===== src/rtl/stopwatch_counter_if.sv =====
// rtl/stopwatch_counter_if.sv - control and display bundle of the stopwatch counter
interface stopwatch_counter_if #(
    parameter int W = 6
);
    logic         tick_1hz;
    logic         tick_adj;
    logic         pause_btn;
    logic         adj;
    logic         sel;
    logic         down;
    logic [W-1:0] minutes;
    logic [W-1:0] seconds;
    logic [3:0]   min_tens;
    logic [3:0]   min_ones;
    logic [3:0]   sec_tens;
    logic [3:0]   sec_ones;
    logic         running;
    logic         wrap;
    logic         done;

    modport master (
        output tick_1hz, tick_adj, pause_btn, adj, sel, down,
        input  minutes, seconds, min_tens, min_ones, sec_tens, sec_ones,
        input  running, wrap, done
    );

    modport slave (
        input  tick_1hz, tick_adj, pause_btn, adj, sel, down,
        output minutes, seconds, min_tens, min_ones, sec_tens, sec_ones,
        output running, wrap, done
    );
endinterface


===== src/rtl/stopwatch_counter.sv =====
// rtl/stopwatch_counter.sv - minutes:seconds counter with pause, adjust, up/down and BCD digits
module stopwatch_counter #(
    parameter int W       = 6,
    parameter int MAX_MIN = 59,
    parameter int MAX_SEC = 59
) (
    input  logic                 clk,
    input  logic                 reset,
    stopwatch_counter_if.slave   bus
);
    typedef enum logic [1:0] {ST_RUN, ST_PAUSE, ST_ADJUST} state_t;

    localparam logic [W-1:0] MIN_TOP = W'(MAX_MIN);
    localparam logic [W-1:0] SEC_TOP = W'(MAX_SEC);

    state_t       state_q, state_d;
    logic         resume_to_q, resume_to_d;
    logic [W-1:0] min_q, min_d;
    logic [W-1:0] sec_q, sec_d;
    logic         wrap_q, wrap_d;
    logic         done_q, done_d;
    logic         running_q, running_d;
    logic         down_tick;
    logic [3:0]   min_tens_q, min_tens_d, min_ones_q, min_ones_d;
    logic [3:0]   sec_tens_q, sec_tens_d, sec_ones_q, sec_ones_d;

    // Fields never exceed 99, so an 8-bit divide is always wide enough.
    function automatic logic [3:0] tens_of(input logic [W-1:0] v);
        logic [7:0] v8;
        v8 = 8'(v);
        return 4'(v8 / 8'd10);
    endfunction

    function automatic logic [3:0] ones_of(input logic [W-1:0] v);
        logic [7:0] v8;
        v8 = 8'(v);
        return 4'(v8 % 8'd10);
    endfunction

    always_comb begin
        state_d     = state_q;
        resume_to_d = resume_to_q;
        min_d       = min_q;
        sec_d       = sec_q;
        wrap_d      = 1'b0;
        down_tick   = 1'b0;
        case (state_q)
            ST_ADJUST: begin
                if (!bus.adj) begin
                    state_d = resume_to_q ? ST_RUN : ST_PAUSE;
                end else if (bus.tick_adj) begin
                    if (bus.sel) begin
                        sec_d = (sec_q == SEC_TOP) ? '0 : sec_q + 1'b1;
                    end else begin
                        min_d = (min_q == MIN_TOP) ? '0 : min_q + 1'b1;
                    end
                end
            end
            ST_RUN: begin
                if (bus.adj) begin
                    state_d     = ST_ADJUST;
                    resume_to_d = 1'b1;
                end else begin
                    if (bus.pause_btn) begin
                        state_d = ST_PAUSE;
                    end
                    if (bus.tick_1hz && !bus.down) begin
                        if (sec_q != SEC_TOP) begin
                            sec_d = sec_q + 1'b1;
                        end else begin
                            sec_d = '0;
                            if (min_q == MIN_TOP) begin
                                min_d  = '0;
                                wrap_d = 1'b1;
                            end else begin
                                min_d = min_q + 1'b1;
                            end
                        end
                    end else if (bus.tick_1hz) begin
                        down_tick = 1'b1;
                        if (sec_q != '0) begin
                            sec_d = sec_q - 1'b1;
                        end else if (min_q != '0) begin
                            sec_d = SEC_TOP;
                            min_d = min_q - 1'b1;
                        end
                    end
                end
            end
            ST_PAUSE: begin
                if (bus.adj) begin
                    state_d     = ST_ADJUST;
                    resume_to_d = 1'b0;
                end else if (bus.pause_btn) begin
                    state_d = ST_RUN;
                end
            end
            default: state_d = ST_RUN;
        endcase
        // done is raised only by a countdown tick and drops once the count leaves 00:00.
        done_d     = (down_tick || done_q) && (min_d == '0) && (sec_d == '0);
        running_d  = (state_d == ST_RUN);
        min_tens_d = tens_of(min_q);
        min_ones_d = ones_of(min_q);
        sec_tens_d = tens_of(sec_q);
        sec_ones_d = ones_of(sec_q);
    end

    always_ff @(posedge clk) begin
        if (reset) begin
            state_q     <= ST_RUN;
            resume_to_q <= 1'b1;
            min_q       <= '0;
            sec_q       <= '0;
            wrap_q      <= 1'b0;
            done_q      <= 1'b0;
            running_q   <= 1'b1;
            min_tens_q  <= '0;
            min_ones_q  <= '0;
            sec_tens_q  <= '0;
            sec_ones_q  <= '0;
        end else begin
            state_q     <= state_d;
            resume_to_q <= resume_to_d;
            min_q       <= min_d;
            sec_q       <= sec_d;
            wrap_q      <= wrap_d;
            done_q      <= done_d;
            running_q   <= running_d;
            min_tens_q  <= min_tens_d;
            min_ones_q  <= min_ones_d;
            sec_tens_q  <= sec_tens_d;
            sec_ones_q  <= sec_ones_d;
        end
    end

    assign bus.minutes  = min_q;
    assign bus.seconds  = sec_q;
    assign bus.min_tens = min_tens_q;
    assign bus.min_ones = min_ones_q;
    assign bus.sec_tens = sec_tens_q;
    assign bus.sec_ones = sec_ones_q;
    assign bus.running  = running_q;
    assign bus.wrap     = wrap_q;
    assign bus.done     = done_q;
endmodule


===== src/flat_wrapper.sv =====
// flat-port wrapper written by rule: the top's interface ports become plain ports
module stopwatch_counter_flat 
#(
    parameter int W       = 6,
    parameter int MAX_MIN = 59,
    parameter int MAX_SEC = 59
)
  (clk, reset, bus_tick_1hz, bus_tick_adj, bus_pause_btn, bus_adj, bus_sel, bus_down, bus_minutes, bus_seconds, bus_min_tens, bus_min_ones, bus_sec_tens, bus_sec_ones, bus_running, bus_wrap, bus_done);
  stopwatch_counter_if #(.W(W)) bus_i ();
  input  logic clk;
  input  logic reset;
  input wire logic [$bits(bus_i.tick_1hz)-1:0] bus_tick_1hz;
  input wire logic [$bits(bus_i.tick_adj)-1:0] bus_tick_adj;
  input wire logic [$bits(bus_i.pause_btn)-1:0] bus_pause_btn;
  input wire logic [$bits(bus_i.adj)-1:0] bus_adj;
  input wire logic [$bits(bus_i.sel)-1:0] bus_sel;
  input wire logic [$bits(bus_i.down)-1:0] bus_down;
  output wire logic [$bits(bus_i.minutes)-1:0] bus_minutes;
  output wire logic [$bits(bus_i.seconds)-1:0] bus_seconds;
  output wire logic [$bits(bus_i.min_tens)-1:0] bus_min_tens;
  output wire logic [$bits(bus_i.min_ones)-1:0] bus_min_ones;
  output wire logic [$bits(bus_i.sec_tens)-1:0] bus_sec_tens;
  output wire logic [$bits(bus_i.sec_ones)-1:0] bus_sec_ones;
  output wire logic [$bits(bus_i.running)-1:0] bus_running;
  output wire logic [$bits(bus_i.wrap)-1:0] bus_wrap;
  output wire logic [$bits(bus_i.done)-1:0] bus_done;
  assign bus_i.tick_1hz = bus_tick_1hz;
  assign bus_i.tick_adj = bus_tick_adj;
  assign bus_i.pause_btn = bus_pause_btn;
  assign bus_i.adj = bus_adj;
  assign bus_i.sel = bus_sel;
  assign bus_i.down = bus_down;
  assign bus_minutes = bus_i.minutes;
  assign bus_seconds = bus_i.seconds;
  assign bus_min_tens = bus_i.min_tens;
  assign bus_min_ones = bus_i.min_ones;
  assign bus_sec_tens = bus_i.sec_tens;
  assign bus_sec_ones = bus_i.sec_ones;
  assign bus_running = bus_i.running;
  assign bus_wrap = bus_i.wrap;
  assign bus_done = bus_i.done;
  stopwatch_counter #(.W(W), .MAX_MIN(MAX_MIN), .MAX_SEC(MAX_SEC)) u_core (.clk(clk), .reset(reset), .bus(bus_i));
endmodule

===== config.mk =====
export PLATFORM = sky130hd
export DESIGN_NAME = stopwatch_counter_flat
export DESIGN_NICKNAME = d
export VERILOG_FILES = /design/src/rtl/stopwatch_counter_if.sv /design/src/rtl/stopwatch_counter.sv /design/src/flat_wrapper.sv
export SDC_FILE = /design/constraint.sdc
export NUM_CORES = 1
export LEC_CHECK = 0
export CORE_AREA = 8 8 96 98
export DETAILED_ROUTE_END_ITERATION = 7
export DIE_AREA = 0 0 104 106
export GPL_TIMING_DRIVEN = 0
export MAX_ROUTING_LAYER = met4
export SLEW_MARGIN = 10
export SYNTH_ARGS = -nofsm -noshare
export SYNTH_HDL_FRONTEND = slang
export SYNTH_SLANG_ARGS = --single-unit
export TNS_END_PERCENT = 20

===== constraint.sdc =====
create_clock -name clk -period 2.2 [get_ports clk]
set_input_delay 0.55 -clock clk [delete_from_list [all_inputs] [get_ports clk]]
set_output_delay 0.55 -clock clk [all_outputs]
set_load 0.05 [all_outputs]

# Yosys cells after proc, flatten, opt, wreduce, memory -nomap -nowiden
# Index checks and enable logic that the tools add are counted.
# totals
register_bits	34
in_bits	8
output_inout_bits	31
wordCells	79
# op_classes
n_addsub	4
n_div	4
eq_ne	7
mux	37
n_bitwise	2
reduce_logical	14
# op_table
operator	count
two-way mux 6 bit	20
case mux 6 bit (2 select lines)	2
divider 6 x 4 -> 8 bit (second input constant)	2
remainder unit 6 x 4 -> 8 bit (second input constant)	2
adder 6 x 1 -> 6 bit (second input constant)	2
== test 6 bit (second input constant)	2
zero test 6 bit	2
nonzero test 6 bit	2
subtractor 6 x 1 -> 6 bit (second input constant)	2
two-way mux 2 bit	5
two-way mux 1 bit	8
inequality test 6 bit (second input constant)	1
case mux 2 bit (3 select lines)	1
OR reduction 5 bit	1
zero test 2 bit	2
inequality test 2 bit (second input constant)	2
logical AND 1 bit	3
AND reduction 3 bit	1
== test 2 x 1 -> 1 bit (second input constant)	1
== test 2 bit (second input constant)	1
inverter 1 bit	2
case mux 1 bit (2 select lines)	1
nonzero test 2 bit	1
zero test 1 bit	1
logical OR 1 bit	1

# Logic depth before layout (Yosys ltp)
# depth
ltp_word	10
mapped_depth	11

# Least setup slack after synthesis
# OpenSTA, ideal clock, no wires.
# synth_path
path_kind	register -> register
start	register u_core.sec_q[1], in the netlist u_core.bus.seconds[1]
end	register u_core.done_q, in the netlist u_core.bus.done
setup_time_ps	88
t_arrival_ps	2649
required_time_ps	2112
path_slack_ps	-537
path_stages_with_launch	10
cell_sequence	dfxtp_1 inv_1 ha_1 and3b_1 and3_1 o211ai_1 a21oi_1 a211oi_1 or4b_1 nor4_2
# synth_between
elab_chain_cells	9
elab_cells_between_ends	26
# synth_rtl
item	line	text
start, declared	stopwatch_counter.sv:19	logic [W-1:0] sec_q, sec_d;
start signal, assigned	stopwatch_counter.sv:114	sec_q <= '0;
start signal, assigned	stopwatch_counter.sv:126	sec_q <= sec_d;
branches (longest 8 deep; another with subtractor 6 x 1 -> 6 bit)	-	
logical AND 1 bit (*)	stopwatch_counter.sv:101	done_d = (down_tick || done_q) && (min_d == '0) && (sec_d == '0);
end signal, assigned	stopwatch_counter.sv:128	done_q <= done_d;
end, declared	stopwatch_counter.sv:21	logic done_q, done_d;
# Mark *: on every way between the ends.
# A chain may end at the register's enable or synchronous reset.

# Final worst setup path
# Ends and elaborated chain as after synthesis.

==> results by group <==
Run status
  – Status: finished, violations left
  – Failing checks: setup timing

STA
  – Hold Fails Final Rpt: 0
  – RSZ-0062 raised after global routing: yes
  – Tcrit/Tclk final: 110%
  – Setup ws final: -213 ps
  – Clock skew: 6.95 ps
  – Rel. slew slack: 55.6%
  – F_max: 414 MHz
  – Post-Route Setup TNS: -298 ps
  – Final setup vio count: 2
  – Worst slew pin tran: 666 ps
  – Fin crit period: 2410 ps
  – Pins Over Slew Limit: 0

Critical path
  – Crit Path Class: reg2reg
  – Flop2flop setup slack: -210 ps
  – R2R Path Start: u_core.bus.seconds[1]$_SDFF_PP0_
  – RR Endpoint: u_core.bus.done$_SDFF_PP0_
  – Worst Setup End Kind: flop
  – WP data arrival: 2610 ps
  – CP Max Fanout: 5
  – Critical Path RT: 2400 ps
  – Register-to-Register Path Depth: 9
  – Critical path startpoint: u_core.bus.seconds[1]$_SDFF_PP0_
  – Worst Setup Start Kind: flop

Synthesis
  – Post-synthesis cell type count: 68
  – Top FF cell, synth: dfxtp_1
  – Post-synthesis register bit count: 32
  – Async SR Flop Fraction: 0%
  – EDFF count, synth: 0
  – Post-Syn Area: 2630 um^2
  – Post-synthesis sequential area ratio: 24.4%
  – Mapped Cells: 351
  – Avg Cell Area, Syn: 7.49 um^2
  – Yosys warnings: 0

Drt
  – DR top layer: met4
  – DR WL/cell: 17.3 um
  – Pre-Repair DR Iteration Count: 5
  – Vias: 3069
  – Met2 wire length: 4.33 mm
  – DR DRC count: 0
  – Vias per inst: 5.73
  – Remaining antenna violation count: 0
  – Met1 Routed Length: 4.10 mm
  – Detail Route met3 WL: 678 um
  – Initial DRC count: 241
  – Drt total wl: 9.28 mm

Global routing
  – GRT Overall Usage: 17.1%
  – Largest net degree at the start of global routing: 11
  – Number of global-route vias before repair: 2929
  – Gr ovfl total: 0
  – First-pass GRT wire length: 15.2 mm
  – Initial antenna violation count: 0

Finish
  – Sequential standard cell area: 669 um^2
  – # diodes: 0
  – Fillcell total: 799
  – Fin area: 3740 um^2
  – Area of the multi-input gates: 1970 um^2
  – Area growth syn-to-layout: 42.2%
  – Post-layout util: 47.7%
  – Ratio of cells with drive above 1 in the final layout: 28.5%
  – Most frequent cells in the layout: 42 x buf_4, 37 x nor2_1, 28 x clkdlybuf4s50_1
  – Commonest non-fill, non-tap cell in the layout: buf_4
  – Nets: 452

Floorplanning
  – # rows: 33
  – Chip Height: 106 um
  – Core ar.: 7850 um^2
  – Initial Utilization: 33.5%
  – IO Count: 39
  – Die width: 104 um
  – Die ar.: 11000 um^2

Placed design
  – Port-buffer cells: 36
  – DP Area: 3160 um^2
  – Pre-CTS setup slack: -943 ps
  – Gpl congestion: 0.923
  – DP HPWL: 6.43 mm

Clock network
  – CTS root buf: clkbuf_8
  – Clock tree buffer depth: 2
  – CTS tree: done
  – Clock sinks: 32
  – CTS buffer count: 5
  – Clk Latency, worst-skew pair: 290 ps
  – CTS H-Tree Depth: 2
  – Hold buffer count at CTS: 0
  – Clock slew at reported path FFs: 70 ps

Power
  – Leakage: 1.49 nW
  – Power Density: 569 nW/um^2
  – Max VDD drop: 0.245 mV
  – Total power: 2.13 mW

Job
  – Max cap viols: 0

Min path
  – Hold depth: 1
  – Hold Path Origin: u_core.resume_to_q$_SDFFE_PP1P_
  – Min-delay worst type: reg2reg
  – Hold worst-path end: u_core.resume_to_q$_SDFFE_PP1P_
==> sequential cells by signal (all words and copies together), names as in the netlist <==
signal               count
u_core.bus.minutes       6
u_core.bus.seconds       6
u_core.bus.min_ones      4
u_core.bus.sec_ones      4
u_core.bus.min_tens      3
u_core.bus.sec_tens      3
u_core.state_q           2
u_core.bus.done          1
u_core.bus.running       1
u_core.bus.wrap          1
u_core.resume_to_q       1
==> critical path, stage by stage, from the launching register on <==
cell and delay [ps]:
dfxtp_4 390, clkinvlp_4 120, ha_4 180, and3b_2 230, and3_1 190, o211ai_1 200, a21oi_1 110, a211oi_2 250
or4b_4 500, nor4_2 130
==> power breakdown <==
group / internal, mW / leakage, nW / switching, mW
sequential: 0.620 / 0.267 / 0.0356
clock: 0.255 / 0.0455 / 0.210
combinational: 0.433 / 1.17 / 0.575
==> final cells by class <==
| class | instances | share of cell area, % |
|---|---|---|
| inverter | 11 | 1.64 |
| multi-input combinational | 278 | 52.8 |
| buffer | 30 | 5.05 |
| tap | 105 | 3.51 |
| timing repair buffer | 72 | 16.7 |
| clock buffer | 8 | 2.41 |
| sequential | 32 | 17.9 |
==> cell usage after synthesis (9+ instances only) <==
cell type,number,area [um^2]
nor2_1,39,146
dfxtp_1,32,641
a21oi_1,22,110
nand2_1,21,78.8
nand3_1,17,85.1
o21ai_0,16,80.1
clkbuf_1,15,56.3
ha_1,14,175
nor2b_1,14,87.6
inv_1,11,41.3
nor3_1,10,50.1
nand2b_1,9,56.3
==> logic make-up after synthesis <==
logic type               share of synthesized area [%]
buffers and inverters                             7.33
AO/OA/AOI/OAI                                     27.7
adder cells (fa/ha/maj)                           6.66
multiplexers                                      1.95
flip-flops                                        24.4
AND/OR/NAND/NOR                                   29.2
XOR/XNOR                                          2.66
other                                            0.143
==> how the worst max path moves through the flow <==
stage               cells after the start  slack [ps]                         end
floorplan                               8        -150  u_core.bus.done$_SDFF_PP0_
global placement                        8        -980  u_core.bus.done$_SDFF_PP0_
detailed placement                      8        -940  u_core.bus.done$_SDFF_PP0_
CTS                                    10        -190  u_core.bus.done$_SDFF_PP0_
global route                           10        -300  u_core.bus.done$_SDFF_PP0_
finish                                  9        -210  u_core.bus.done$_SDFF_PP0_
==> metal layers <==
| layer | GRT usage (%) | up-vias |
|---|---|---|
| li1 | - | 1438 |
| met1 | 21.9 | 1479 |
| met2 | 27.0 | 134 |
| met3 | 2.78 | 18 |
| met4 | 5.17 | 0 |
| met5 | - | - |
==> stage by stage <==
stage / std cells / hold WS [ps]
6_report: 536 / 503
2_1_floorplan: 352 / 460
5_1_grt: 536 / 530
4_1_cts: 522 / 504
3_3_place_gp: 493 / 484
3_5_place_dp: 493 / 488
==> timing repair <==
action,CTS,global route
setup endpoints to repair,17,10
hold endpoints to repair,0,0
pin swaps,11,14
resized for setup,52,26
buffers inserted,22,14
cloned,0,0
Note: power is estimated with default switching activity, not from simulation.
==> RTL change (config.mk and constraints unchanged) <==
`W` is set to 6 in 3 places; all go to 4.
--- a/src/rtl/stopwatch_counter_if.sv
+++ b/src/rtl/stopwatch_counter_if.sv
@@ -1,6 +1,6 @@
 // rtl/stopwatch_counter_if.sv - control and display bundle of the stopwatch counter
 interface stopwatch_counter_if #(
-    parameter int W = 6
+    parameter int W = 4
 );
     logic         tick_1hz;
     logic         tick_adj;
--- a/src/rtl/stopwatch_counter.sv
+++ b/src/rtl/stopwatch_counter.sv
@@ -1,6 +1,6 @@
 // rtl/stopwatch_counter.sv - minutes:seconds counter with pause, adjust, up/down and BCD digits
 module stopwatch_counter #(
-    parameter int W       = 6,
+    parameter int W       = 4,
     parameter int MAX_MIN = 59,
     parameter int MAX_SEC = 59
 ) (
--- a/src/flat_wrapper.sv
+++ b/src/flat_wrapper.sv
@@ -1,7 +1,7 @@
 // flat-port wrapper written by rule: the top's interface ports become plain ports
 module stopwatch_counter_flat 
 #(
-    parameter int W       = 6,
+    parameter int W       = 4,
     parameter int MAX_MIN = 59,
     parameter int MAX_SEC = 59
 )
Interface: changed (resized bus_minutes and bus_seconds); port bits go from 39 to 35. No check against the original RTL was run, so the function may have changed too.
==> RTL change against the original RTL <==
Register-to-register slack better by 300 ps. Sequential cell count down 8. Setup slack better by 280 ps. Routed wire length down 45%. Sequential share of layout area up 3.4 points. Synthesized area down 33%. Core utilization down 19 points. Synthesized cell count down 38%. Highest routed layer unchanged. Count of clock-buffer cells in the layout down 4. Clock skew down 2.4 ps. Critical path type is now reg -> out. Hold slack better by 12 ps. Power down 43%. Cell area down 39%. Critical endpoint is now bus_minutes[1].
==> RTL change: results (changes against the original RTL) <==
Placed Instance Area -> 2170 sq um (was 3160 sq um)
NumNets Final -> 275 (was 452)
Clk slew on worst S/H paths -> 90 ps (was 70 ps)
Met1 Track Usage GR -> 0.108 (was 0.219)
Synth unique cells -> 56 (was 68)
Crit path largest cell delay -> 840 ps (was 500 ps)
Mux share of post-synthesis cell area -> 0.0113 (was 0.0195)
R2R Path Start -> u_core.bus.minutes[0] (was u_core.bus.seconds[1])
Slowest-stage cell, CP -> clkdlybuf4s50_1 (was or4b_4)
# fillers -> 871 (was 799)
Dpl hpwl -> 3810 microns (was 6430 microns)
Initial antenna violation count -> 1 (was 0)
Via count -> 1,706 (was 3,069)
Router iterations before antenna repair -> 4 (was 5)
Xor/xnor share of the synthesized area -> 0.00495 (was 0.0266)
Sequential area share after synthesis -> 0.272 (was 0.244)
Gr usage total -> 0.0943 (was 0.171)
Largest net degree at the start of global routing -> 14 (was 11)
Crit-path leading delay family -> buffers and inverters (was simple AND/OR/NAND/NOR gates)
P_leak -> 0.000889 uW (was 0.00149 uW)
Dpl ws -> -245 ps (was -943 ps)
Met3 usage -> 0.0175 (was 0.0278)
Critical Path AT -> 1580 ps (was 2610 ps)
Post-synthesis adder-cell area fraction -> 0.0849 (was 0.0666)
Setup crit start -> u_core.bus.minutes[1] (was u_core.bus.seconds[1])
FF-to-FF End -> u_core.bus.minutes[1] (was u_core.bus.done)
Status -> complete, no violations (was finished, violations left)
Clock latency reported for the late side of the worst-skew pair -> 270 ps (was 290 ps)
H-tree Lvls -> 1 (was 2)
Compound-Gate Fraction of Synth Area -> 0.240 (was 0.277)
Routability cong. -> 0.880 (was 0.923)
Met2 Track Usage GR -> 0.160 (was 0.270)
Average wire per standard cell -> 14.1 microns (was 17.3 microns)
Final std cells w/o fill -> 360 (was 536)
Cells after DPL -> 353 (was 493)
Num CTS Buffers -> 3 (was 5)
==> RTL change: cell types whose count changed after synthesis, sizes merged, moves of 4 or more <==
cell,delta
nor2,-11
nor2b,-11
clkbuf,-10
nand2,-10
nand3,-9
dfxtp,-8
o21ai,-8
a21oi,-7
o211ai,-6
o22ai,-5
xnor2,-5
or3,-4
==> RTL change: layout make-up <==
class                      count  area [sq um]  share of cell area
buffer                        20           123              0.0540
clock buffer                   4          55.1              0.0242
sequential                    24           483               0.213
tap                          105           131              0.0579
inverter                       8          30.0              0.0132
multi-input combinational    171          1180               0.519
timing repair buffer          27           268               0.118
antenna                        1          2.50             0.00110
==> RTL change: worst max path at each step <==
stage                            end  slack (ps)  depth (start not counted)
2_1_floorplan        u_core.bus.done          40                          7
3_3_place_gp         u_core.bus.done        -220                          7
3_5_place_dp         u_core.bus.done        -250                          7
4_1_cts        u_core.bus.minutes[0]          20                          8
5_1_grt              u_core.bus.done         -30                          8
6_report              bus_minutes[1]          70                          1
==> RTL change: report_power, final <==
group / switching [uW] / internal, uW / total (uW) / leakage (uW)
registers: 24.0 / 455 / 479 / 0.000196
clock network: 158 / 160 / 318 / 0.0000288
logic: 253 / 156 / 409 / 0.000664
==> RTL change: metrics by stage <==
stage / total power [uW] / hold WS [ps] / TNS, ps
after global routing: 1280 / 544 / -53.8
after detailed placement: 882 / 492 / -1220
after CTS: 1200 / 518 / 0
after global placement: 878 / 474 / -1200
after floorplan: 781 / 460 / 0
final: 1210 / 515 / 0
==> RTL change: cell families after synthesis <==
group,after synthesis
buf+inv,28
fa+ha+maj,12
other cells,1
simple gates,92
flops,24
compound gates,58
xor+xnor,1
mux,2
==> RTL change: routing by layer <==
metal / vias to the layer above / share of wire
li1: 857 / -
met1: 804 / 0.46
met2: 41 / 0.48
met3: 4 / 0.046
met4: 0 / 0.015
met5: - / 0
==> RTL change: timing repair <==
item | 4_1_cts | 5_1_grt
resized for setup | 2 | 10
setup buffers | 0 | 2
pin swaps | 0 | 1
gates cloned | 0 | 0
endpoints found under the setup margin | 2 | 5
==> RTL change: worst register-to-register path, delay by kind of cell (launching register included) <==
family	cells	cell delay, ps
flip-flops	1	340
AO/OA/AOI/OAI	1	150
adder cells (fa/ha/maj)	1	190
buffers and inverters	2	280
AND/OR/NAND/NOR	4	1030
